<file path="src/rtl/count_sequence_checker_pkg.sv">
// count_sequence_checker_pkg
//   Shared definitions for the count sequence checker: the FSM state type,
//   default parameter values and the error-counter ceiling.
package count_sequence_checker_pkg;

  typedef enum logic [1:0] {
    ST_UNLOCKED = 2'd0,
    ST_ACQUIRE  = 2'd1,
    ST_LOCKED   = 2'd2,
    ST_RESYNC   = 2'd3
  } state_t;

  localparam int          DEF_WIDTH   = 2;
  localparam int          DEF_LOCK_N  = 4;
  localparam int          ERR_CNT_W   = 8;
  localparam logic [7:0]  ERR_CNT_MAX = 8'd255;

  // match_cnt never exceeds LOCK_N, which is at most 15
  localparam int          MATCH_W     = 4;

endpackage

</file>
<file path="src/rtl/count_sequence_checker_sat_counter.sv">
// sat_counter
//   8-bit saturating event counter with synchronous clear.
//   Ports:
//     clk    rising-edge clock
//     rst_n  asynchronous active-low reset (value -> 0)
//     clr    synchronous clear, has priority over inc
//     inc    count one event on this edge
//     value  current count, sticks at MAX
module sat_counter
  import count_sequence_checker_pkg::*;
#(
  parameter logic [7:0] MAX = ERR_CNT_MAX
) (
  input  logic       clk,
  input  logic       rst_n,
  input  logic       clr,
  input  logic       inc,
  output logic [7:0] value
);

  always_ff @(posedge clk or negedge rst_n) begin
    if (!rst_n) begin
      value <= '0;
    end else if (clr) begin
      value <= '0;
    end else if (inc && (value != MAX)) begin
      value <= value + 8'd1;
    end
  end

endmodule

</file>
<file path="config.mk">
export PLATFORM = sky130hd
export DESIGN_NAME = sat_counter
export DESIGN_NICKNAME = d
export VERILOG_FILES = /design/src/rtl/count_sequence_checker_pkg.sv /design/src/rtl/count_sequence_checker_sat_counter.sv
export SDC_FILE = /design/constraint.sdc
export NUM_CORES = 1
export LEC_CHECK = 0
export ABC_CLOCK_PERIOD_IN_PS = 1900
export CAP_MARGIN = 10
export CORE_AREA = 2 2 39 41
export CTS_BUF_LIST = sky130_fd_sc_hd__clkbuf_2
export CTS_CLUSTER_SIZE = 16
export DETAILED_ROUTE_END_ITERATION = 12
export DIE_AREA = 0 0 41 43
export MAX_ROUTING_LAYER = met4
export PLACE_DENSITY = 0.56
export SYNTH_ARGS = -nofsm -noshare
export SYNTH_HDL_FRONTEND = slang
export SYNTH_SLANG_ARGS = --single-unit
</file>
<file path="constraint.sdc">
create_clock -name clk -period 1.9 [get_ports clk]
set_clock_uncertainty 0.1 [all_clocks]
set_input_delay 0.19 -clock clk [delete_from_list [all_inputs] [get_ports clk]]
set_output_delay 0.19 -clock clk [all_outputs]
set_load 0.02 [all_outputs]
</file>
==> out/qor.yml <==
status:
  status: "finished, final reports clean"
logic_synthesis:
  syn_area_sq_um: 464
  synth.most_common_cell: "dfrtp_1"
  yosysUniqueCellTypes: 28
  synth_warnings: 0
  postSynthAreaPerCell_sq_um: 9.47
  ys_ff_latch: 8
  syn_inst: 49
  yosysTopAreaCellShare_pct: 43.1
  ys_top_cells_by_count: "8 x dfrtp_1, 4 x nor3_1, 3 x a21oi_1, 3 x nand2b_1, 3 x nor2b_1"
  ys_seq_area_share_pct: 43.1
  synthTopCellsByArea: "dfrtp_1 43%, mux2_2 4.9%, nor3_1 4.3%"
  synthArstFlopShare_pct: 100
  yosysTopAreaCell: "dfrtp_1"
  syn-num-nets: 54
  synth_edf_count: 0
  synth_ff_type: "dfrtp_1"
die:
  dieArea_sq_mm: 0.00176
  die_width_microns: 41
  die_h_microns: 43
  initial_core_util_pct: 33.5
  core_area_sq_mm: 0.00138
  placementRows: 14
  io_pins: 12
route:
  wl_per_cell_microns: 13.8
  drtIter0Drc: 0
  viasPerCell: 5.19
  wl_microns: 1090
  firstDrtPassIters: 1
  antenna_left: 0
  drc: 0
  dr_total_vias: 410
timing:
  slew_violations: 0
  max_freq_mhz: 593
  timing.setup.tns_ns: 0
  worstMarginPinSlew_ns: 0.396
  finalHoldViolCount: 0
  period_share_pct: 88.8
  setup_viol: 0
  rsz0062_at_grt: "no"
  fin_crit_ns: 1.69
  slew_headroom_pct: 72.9
global_routing:
  grt_usage_pct: 15.6
  grt_pass1_wl_microns: 1780
  grt_overflow_total: 0
  grt_pass1_vias: 377
  antenna_found_initial: 0
  grt_max_degree: 12
clock_network:
  clockBufferDepth: 2
  cts_sinks: 8
  cts_resized: 0
  hold_buffers: 0
  h-tree-depth: 1
  cts_tree: "yes"
  postCtsSetupRepairBufs: 0
  cts_buffers: 3
  clkTransAtPathRegs_ns: 0.09
  clock-root-buffer: "clkbuf_2"
  clk-insertion-delay-late_ns: 0.24
power_and_ir_drop:
  p_leak_nw: 0.247
  seqPwrFrac_pct: 55.0
  p_sw_mw: 0.0874
  clkPwrFrac_pct: 31.3
  swShare_pct: 26.7
  power_frac_comb_pct: 13.7
  ir_drop_mv: 0.299
  p_per_area_mw_per_mm2: 531
  p_int_mw: 0.240
run:
  maxCapViolCount: 0
final_layout:
  top_regs: "value x8"
  largest-register: "value"
  fillers: 145
  largest_register_ffs: 8
  fin_area_sq_um: 616
  finalNetCount: 70
  num_antenna_cells: 0
  syn2layout_area_growth_pct: 32.6
  drive_gt1_share_pct: 14.3
worst_setup_path:
  r2r_end: "value[0]$_DFFE_PN0P_"
  timing.rr.start: "value[0]$_DFFE_PN0P_"
  rr_worst_depth: 4
  critical_path_peak_fanout: 6
  cp.arrival_ns: 1.72
  crit_type: "reg -> reg"
  max_stage_delay_ns: 0.43
  cp_data_required_time_ns: 1.93
  crit_start: "value[0]$_DFFE_PN0P_"
  start_kind: "flip-flop"
  cp-end-kind: "flip-flop"
  crit_chain: "ha_1 -> and4_2 -> a21boi_1 -> mux2_2"
  cp_slowest_cell: "dfrtp_1"
  ff2ff_setup_slack_ns: 0.21
place:
  io_buffers: 11
  dpl_cell_area_sq_um: 601
  hpwlAfterDp_microns: 805
  gp_congestion: 0.766
min_path:
  hold_class: "in -> async"
power groups by stage:
stage / sequential, mW / combinational (mW) / clock [mW]
finish: 0.180 / 0.0448 / 0.102
global route: 0.181 / 0.0493 / 0.115
CTS: 0.180 / 0.0457 / 0.112
detailed placement: 0.183 / 0.0453 / 0
global placement: 0.183 / 0.0459 / 0
floorplan: 0.188 / 0.0174 / 0
routing by layer:
layer / share of wire [%] / GRT usage [%] / vias up
met3: 4.8 / 4.71 / 2
met4: 0.73 / 6.00 / 0
met2: 46 / 21.9 / 10
met1: 48 / 20.7 / 185
met5: 0 / - / -
li1: - / - / 213
cell type report:
cell class	instances	area, sq um	share of cell area [%]
Clock buffer	3	15.0	2.44
Inverter	2	7.51	1.22
Multi-Input combinational cell	37	248	40.2
Sequential cell	8	200	32.5
Tap cell	16	20.0	3.25
Timing Repair Buffer	13	125	20.3
worst max-delay path, delay by kind of cell (launching register included):
family          cells  cell delay, ns
simple gates        1            0.26
compound gates      1            0.21
fa+ha+maj           1            0.22
flops               1            0.43
mux                 1            0.36
worst max-delay path by stage:
stage / end / slack (ns) / cells after the start
6_report: value[0]$_DFFE_PN0P_ / 0.21 / 4
3_5_place_dp: value[7]$_DFFE_PN0P_ / 0.21 / 4
3_3_place_gp: value[0]$_DFFE_PN0P_ / 0.23 / 4
5_1_grt: value[0]$_DFFE_PN0P_ / 0.14 / 4
4_1_cts: value[0]$_DFFE_PN0P_ / 0.21 / 4
2_1_floorplan: value[0]$_DFFE_PN0P_ / 0.11 / 4
cells in the final DEF, fill, tap and decap left out, types with 2 or more instances in the layout:
cell	count
nor2_1	2
dfrtp_1	8
clkdlybuf4s50_1	11
a21oi_1	3
nand3_1	2
nand2b_1	3
nand2_1	2
nor2b_1	3
buf_4	2
nor3_1	4
clkbuf_2	3
mux2_2	2
inv_1	2
cell families after synthesis:
kind of cell / after synthesis / share of synthesized area (%)
buf+inv: 4 / 3.50
flops: 8 / 43.1
fa+ha+maj: 1 / 2.69
compound gates: 9 / 12.7
simple gates: 24 / 31.0
mux: 3 / 7.01
per-stage QoR:
stage               worst slack [ns]  cells  power, mW  hold slack [ns]  util (%)
floorplan                      0.109     49      0.205           -0.206         -
global placement               0.231     76      0.229            0.416      43.4
finish                         0.213     79      0.327            0.132      44.5
CTS                            0.208     79      0.337            0.134      44.5
global route                   0.139     79      0.345            0.157      44.5
detailed placement             0.210     76      0.229            0.414      43.4
(Power assumes the default switching activity.)
